**config.mk**
```make
export PLATFORM = sky130hd
export DESIGN_NAME = dcdc_sync_gen
export DESIGN_NICKNAME = d
export VERILOG_FILES = /design/src/rtl/dcdc_sync_gen.sv
export SDC_FILE = /design/constraint.sdc
export NUM_CORES = 1
export LEC_CHECK = 0
export CORE_MARGIN = 1
export CORE_UTILIZATION = 55
export CTS_CLUSTER_SIZE = 30
export DETAILED_ROUTE_END_ITERATION = 10
export PLACE_DENSITY = 0.84
export SLEW_MARGIN = 20
export SYNTH_ARGS = -nofsm -noshare
export SYNTH_HDL_FRONTEND = slang
export SYNTH_SLANG_ARGS = --single-unit
```
**constraint.sdc**
```tcl
create_clock -name dspclk -period 4.2 [get_ports dspclk]
set_clock_uncertainty 0.2 [all_clocks]
set_input_delay 1.05 -clock dspclk [delete_from_list [all_inputs] [get_ports dspclk]]
set_output_delay 1.05 -clock dspclk [all_outputs]
set_load 0.02 [all_outputs]
```
**src/rtl/dcdc_sync_gen.sv**
```systemverilog
// Multi-channel phase-staggered sync generator for switching regulators.
// Period, high time and per-channel phase are shadowed and applied only at period wraps.
module dcdc_sync_gen #(
  parameter int NCH = 4,
  parameter int DW  = 8
) (
  input  logic              dspclk,
  input  logic              rst_n,
  input  logic              enable,
  input  logic [DW-1:0]     div,
  input  logic [DW-1:0]     high,
  input  logic [NCH*DW-1:0] phase,
  input  logic              update,
  output logic              update_ack,
  output logic              running,
  output logic              tick,
  output logic [NCH-1:0]    sync
);

  typedef enum logic {IDLE, RUN} state_t;

  state_t         state;
  logic [DW-1:0]  cnt;
  logic [DW-1:0]  div_a;
  logic [DW-1:0]  high_a;
  logic [DW-1:0]  phase_a [NCH];
  logic           pending;

  logic [DW-1:0]  div_c;
  logic [DW-1:0]  phase_c [NCH];
  logic           wrap;
  logic           req;
  logic           load;
  logic [DW:0]    d;
  logic [NCH-1:0] sync_c;

  // Clamped view of the shadow inputs, ready to be loaded into the active set
  always_comb begin
    div_c = (div == '0) ? DW'(1) : div;
    for (int unsigned k = 0; k < NCH; k++) begin
      phase_c[k] = (phase[k*DW +: DW] > div_c) ? div_c : phase[k*DW +: DW];
    end
  end

  assign wrap = (cnt == div_a);
  assign req  = pending | update;
  assign load = (state == IDLE) ? enable : (wrap & req);

  // Phase distance modulo the period, kept in DW+1 bits so div_a+1 cannot overflow
  always_comb begin
    sync_c = '0;
    d      = '0;
    for (int unsigned k = 0; k < NCH; k++) begin
      if (cnt >= phase_a[k]) begin
        d = {1'b0, cnt} - {1'b0, phase_a[k]};
      end else begin
        d = {1'b0, cnt} + {1'b0, div_a} + (DW+1)'(1) - {1'b0, phase_a[k]};
      end
      sync_c[k] = running & (d < {1'b0, high_a});
    end
  end

  always_ff @(posedge dspclk or negedge rst_n) begin
    if (!rst_n) begin
      state      <= IDLE;
      running    <= 1'b0;
      tick       <= 1'b0;
      update_ack <= 1'b0;
      sync       <= '0;
      cnt        <= '0;
      pending    <= 1'b0;
      div_a      <= DW'(1);
      high_a     <= '0;
      for (int unsigned k = 0; k < NCH; k++) begin
        phase_a[k] <= '0;
      end
    end else begin
      tick       <= 1'b0;
      update_ack <= 1'b0;
      sync       <= sync_c;
      if (load) begin
        div_a      <= div_c;
        high_a     <= high;
        update_ack <= req;
        for (int unsigned k = 0; k < NCH; k++) begin
          phase_a[k] <= phase_c[k];
        end
      end
      unique case (state)
        IDLE: begin
          if (enable) begin
            state   <= RUN;
            running <= 1'b1;
            cnt     <= '0;
            pending <= 1'b0;
          end else if (update) begin
            pending <= 1'b1;
          end
        end
        RUN: begin
          // enable is only looked at on the wrap, so the period in progress always completes
          if (wrap) begin
            cnt     <= '0;
            tick    <= 1'b1;
            pending <= 1'b0;
            if (!enable) begin
              state   <= IDLE;
              running <= 1'b0;
            end
          end else begin
            cnt <= cnt + 1'b1;
            if (update) pending <= 1'b1;
          end
        end
        default: state <= IDLE;
      endcase
    end
  end

endmodule

```
==> report_table.html <==
<table>
<tr><th>Metric</th><th>Value</th></tr>
<tr><th colspan="2">Min path</th></tr>
<tr><td>Worst Hold Path EP</td><td>phase_a[13]</td></tr>
<tr><td>Classification of the worst-slack hold path</td><td>register to register</td></tr>
<tr><td>Hold Path Origin</td><td>phase_a[13]</td></tr>
<tr><td>Worst hold stages</td><td>2</td></tr>
<tr><th colspan="2">Floorplan</th></tr>
<tr><td>Width of the die</td><td>120 um</td></tr>
<tr><td>Starting utilization of the core area</td><td>0.570</td></tr>
<tr><td>Placeable core region</td><td>about 13000 um^2</td></tr>
<tr><td>Die height</td><td>120 um</td></tr>
<tr><td>Full die area</td><td>14300 um^2</td></tr>
<tr><td>Number of top-level pins</td><td>59</td></tr>
<tr><td>Placement row count</td><td>42</td></tr>
<tr><th colspan="2">Drt</th></tr>
<tr><td>DR DRC count</td><td>0</td></tr>
<tr><td>Number of design-rule violations left by the first detailed-router iteration</td><td>613</td></tr>
<tr><td>Via count</td><td>7392</td></tr>
<tr><td>Avg WL per Cell</td><td>around 19 um</td></tr>
<tr><td>First drt pass iteration count</td><td>5</td></tr>
<tr><td>Vias/cell</td><td>6.28</td></tr>
<tr><td>Total Routed Length</td><td>22500 um</td></tr>
<tr><td>Final antenna-violating net count</td><td>0</td></tr>
<tr><th colspan="2">Final layout</th></tr>
<tr><td>Filler Cells Inserted</td><td>around 1000</td></tr>
<tr><td>Post-route cell area</td><td>9490 um^2</td></tr>
<tr><td>Nets@finish</td><td>1190</td></tr>
<tr><td>Synth-to-Final Area Change</td><td>24.6%</td></tr>
<tr><td>Footprint of the flip-flops and latches</td><td>1630 um^2</td></tr>
<tr><td>Fraction of final layout cells with drive strength greater than 1</td><td>0.177</td></tr>
<tr><td>Number of diodes</td><td>0</td></tr>
<tr><td>Area taken by multi-input logic gates</td><td>6060 um^2</td></tr>
<tr><th colspan="2">Clock tree</th></tr>
<tr><td>Hold buffer count at CTS</td><td>0</td></tr>
<tr><td>Clock buffers created by TritonCTS</td><td>9</td></tr>
<tr><td>Deepest clock path buffer count</td><td>2</td></tr>
<tr><td>Num Clock Sinks</td><td>65</td></tr>
<tr><td>Clock transition at the registers of the reported paths</td><td>approximately 0.06 ns</td></tr>
<tr><td>H-tree depth</td><td>3</td></tr>
<tr><td>Root cell of the clock tree</td><td>sky130_fd_sc_hd__clkbuf_16</td></tr>
<tr><td>TritonCTS clock tree</td><td>done</td></tr>
<tr><td>Clock latency at the later pin of the worst-skew pair</td><td>0.34 ns</td></tr>
<tr><th colspan="2">Global routing</th></tr>
<tr><td>First-pass GRT wire length</td><td>34100 um</td></tr>
<tr><td>Antenna violations before repair</td><td>0</td></tr>
<tr><td>Global route overflow</td><td>0</td></tr>
<tr><td>Vias in the first global route</td><td>7003</td></tr>
<tr><td>Pin count of the biggest net entering global routing</td><td>58</td></tr>
<tr><td>Tot GR Track Use</td><td>0.306</td></tr>
<tr><th colspan="2">Setup path</th></tr>
<tr><td>Stage delay of the slowest cell on the critical path</td><td>0.53 ns</td></tr>
<tr><td>Origin of the critical flop-to-flop path</td><td>div_a[0]</td></tr>
<tr><td>Class of the most critical setup path</td><td>register to register</td></tr>
<tr><td>FF-to-FF End</td><td>sync[1]</td></tr>
<tr><td>Worst Path Required</td><td>about 4.3 ns</td></tr>
<tr><td>Most used cell along the critical path</td><td>sky130_fd_sc_hd__ha_4</td></tr>
<tr><td>Critical path's slowest cell</td><td>sky130_fd_sc_hd__dfstp_2</td></tr>
<tr><td>Slack of the worst reg-to-reg path</td><td>-0.001 ns</td></tr>
<tr><td>Cell type group with the largest total delay on the critical path</td><td>adder cells</td></tr>
<tr><td>Critical Path Start</td><td>div_a[0]</td></tr>
<tr><td>Highest fanout seen on the critical path</td><td>3</td></tr>
<tr><td>Endpoint kind of the worst setup timing path</td><td>register</td></tr>
<tr><td>R2r worst-path depth</td><td>19</td></tr>
<tr><td>Nature of the critical path startpoint</td><td>register</td></tr>
<tr><td>Worst EP arrival</td><td>4.27 ns</td></tr>
<tr><td>WP buf/inv</td><td>4</td></tr>
<tr><td>Crit-path cells</td><td>inv_2, ha_4, inv_4, fa_2, buf_6, buf_4, ha_4, nor2b_4, o2111ai_2, nand3_2, o41ai_2, xor2_1, mux2i_1, ha_1, nand3_1, or2_4, nor2_1, or3_1, a21oi_1</td></tr>
<tr><th colspan="2">STA</th></tr>
<tr><td>Actual transition at the worst max-transition pin</td><td>0.838 ns</td></tr>
<tr><td>Final WS setup</td><td>-0.00129 ns</td></tr>
<tr><td>Fin crit period</td><td>about 4.2 ns</td></tr>
<tr><td>Final sum of negative setup slack</td><td>-0.00129 ns</td></tr>
<tr><td>Setup violations, final</td><td>1</td></tr>
<tr><td>Hold Violations, Final</td><td>0</td></tr>
<tr><td>Final worst-path cycle share</td><td>1.00</td></tr>
<tr><td>Max Slew Vio Count</td><td>0</td></tr>
<tr><td>RSZ-0062 raised after global routing</td><td>true</td></tr>
<tr><td>FMAX</td><td>0.238 GHz</td></tr>
<tr><td>Slew Limit Headroom</td><td>0.441</td></tr>
<tr><th colspan="2">Synth</th></tr>
<tr><td>Synthesis-stage register bit count</td><td>65</td></tr>
<tr><td>Area of the mapped netlist</td><td>7610 um^2</td></tr>
<tr><td>Count of yosys warnings during synthesis</td><td>0</td></tr>
<tr><td>Share of synthesized registers carrying an async set or reset</td><td>1.00</td></tr>
<tr><td>Post-Synthesis Cells</td><td>888</td></tr>
<tr><td>Sequential share of the synthesized area</td><td>0.214</td></tr>
<tr><td>Main synth FF type</td><td>sky130_fd_sc_hd__dfrtp_1</td></tr>
<tr><td>Portion of synthesized cell area occupied by the leading cell type</td><td>0.219</td></tr>
<tr><td>Number of synthesized flops with an enable pin</td><td>0</td></tr>
<tr><td>Number of distinct library cells after synthesis</td><td>75</td></tr>
<tr><td>Average cell area after synthesis</td><td>8.58 um^2</td></tr>
<tr><td>Top cell type by total area after synthesis</td><td>sky130_fd_sc_hd__ha_1</td></tr>
<tr><td>Top cells by area in the synthesized netlist</td><td>sky130_fd_sc_hd__ha_1, sky130_fd_sc_hd__dfrtp_1, sky130_fd_sc_hd__a21oi_1</td></tr>
<tr><td>Synthesized Nets</td><td>roughly 1100</td></tr>
<tr><th colspan="2">Run</th></tr>
<tr><td>Max-cap violations</td><td>0</td></tr>
<tr><th colspan="2">Status</th></tr>
<tr><td>Failing checks</td><td>negative setup slack</td></tr>
<tr><td>Status</td><td>complete, but fails checks</td></tr>
<tr><th colspan="2">Place</th></tr>
<tr><td>Routability-driven placement congestion ratio</td><td>~0.96</td></tr>
<tr><td>Count of input and output buffers</td><td>58</td></tr>
<tr><td>HPWL after detailed placement</td><td>16900 um</td></tr>
<tr><td>Instance area after placement</td><td>8720 um^2</td></tr>
</table>
synth_stat cells, drive strengths merged, types with 3 or more instances:
cell and number:
nor3 14, or3 7, clkbuf 9, o2111ai 6
mux2 12, nand3 19, buf 7, o21a 13
dfrtp 64, nor4 4, inv 62, ha 133
o31ai 8, nand2 80, or2 5, a21oi 73
nor2b 18, o21ai 91, xnor2 28, nor2 51
nand2b 17, o221ai 6, o211ai 8, mux2i 35
and3 5, or3b 3, fa 9, xor2 20
a211oi 12, nand4 21, o22ai 10, a21o 9
tightest hold or removal path, delay by kind of cell, from the launching register on:
| kind | cells | cell delay, ns |
|---|---|---|
| flip-flops | 1 | 0.34 |
| AND/OR/NAND/NOR | 1 | 0.05 |
| AO/OA/AOI/OAI | 1 | 0.06 |
cell usage in the layout, fill, tap and decap left out, types with 13 or more instances in the layout:
master / instances
sky130_fd_sc_hd__nand3_1: 17
sky130_fd_sc_hd__nor3_1: 13
sky130_fd_sc_hd__ha_1: 119
sky130_fd_sc_hd__buf_4: 53
sky130_fd_sc_hd__nand2b_1: 16
sky130_fd_sc_hd__o21ai_0: 53
sky130_fd_sc_hd__o21a_1: 13
sky130_fd_sc_hd__xnor2_1: 25
sky130_fd_sc_hd__xor2_1: 20
sky130_fd_sc_hd__nand4_1: 20
sky130_fd_sc_hd__inv_1: 58
sky130_fd_sc_hd__nor2_1: 42
sky130_fd_sc_hd__nand2_1: 78
sky130_fd_sc_hd__o21ai_1: 34
sky130_fd_sc_hd__mux2i_1: 35
sky130_fd_sc_hd__clkdlybuf4s50_1: 57
sky130_fd_sc_hd__a21oi_1: 65
sky130_fd_sc_hd__dfrtp_1: 64
cell families (layout without fill, tap and decap cells):
group           count (synthesis)  after routing  share of synthesized area
compound gates                258            258                      0.215
buf+inv                        78            191                     0.0416
flops                          65             65                      0.214
xor+xnor                       48             48                     0.0552
simple gates                  250            250                      0.164
fa+ha+maj                     142            142                      0.242
mux                            47             47                     0.0677
repair_timing:
item,4_1_cts,5_1_grt
setup buffers,0,5
endpoints found under the setup margin,3,4
resized for setup,10,72
endpoints found under the hold margin,0,0
pin swaps,0,40
metal layers:
metal,GRT usage,up-vias,routed length (um)
met5,0,-,0
met4,0.159,0,1080
met3,0.0276,80,1400
met2,0.519,347,10500
met1,0.387,3479,9450
li1,-,3486,-
state kept, by name (all words and copies together), names as in the netlist:
name and cells:
pending 1, cnt 8, running 1, update_ack 1
tick 1, high_a 8, div_a 8, phase_a 32
state 1, sync 4
metrics by stage:
step / setup slack [ns] / hold WS (ns) / std cells / util
after floorplan: 0.0353 / 0.250 / 888 / -
after global placement: 0.0809 / 0.262 / 1156 / 0.653
after detailed placement: -0.0627 / 0.271 / 1156 / 0.653
after CTS: 0.00482 / 0.287 / 1172 / 0.681
after global routing: -0.116 / 0.316 / 1177 / 0.711
final: -0.00129 / 0.287 / 1177 / 0.711
worst max-delay path by stage:
stage	to	depth (start not counted)
floorplan	sync[2]	18
global placement	sync[3]	19
detailed placement	sync[0]	19
CTS	sync[2]	18
global route	sync[2]	21
finish	sync[1]	19
area by class of cell:
cell class | instances | area share
tap | 176 | 0.0232
clock buffer | 10 | 0.0252
inverter | 62 | 0.0252
timing repair buffer | 113 | 0.106
clock inverter | 6 | 0.0103
multi-input combinational | 745 | 0.639
sequential | 65 | 0.172
Power is not shown: default switching activity piles up to over one toggle a cycle in this logic, so the estimate is an artifact.
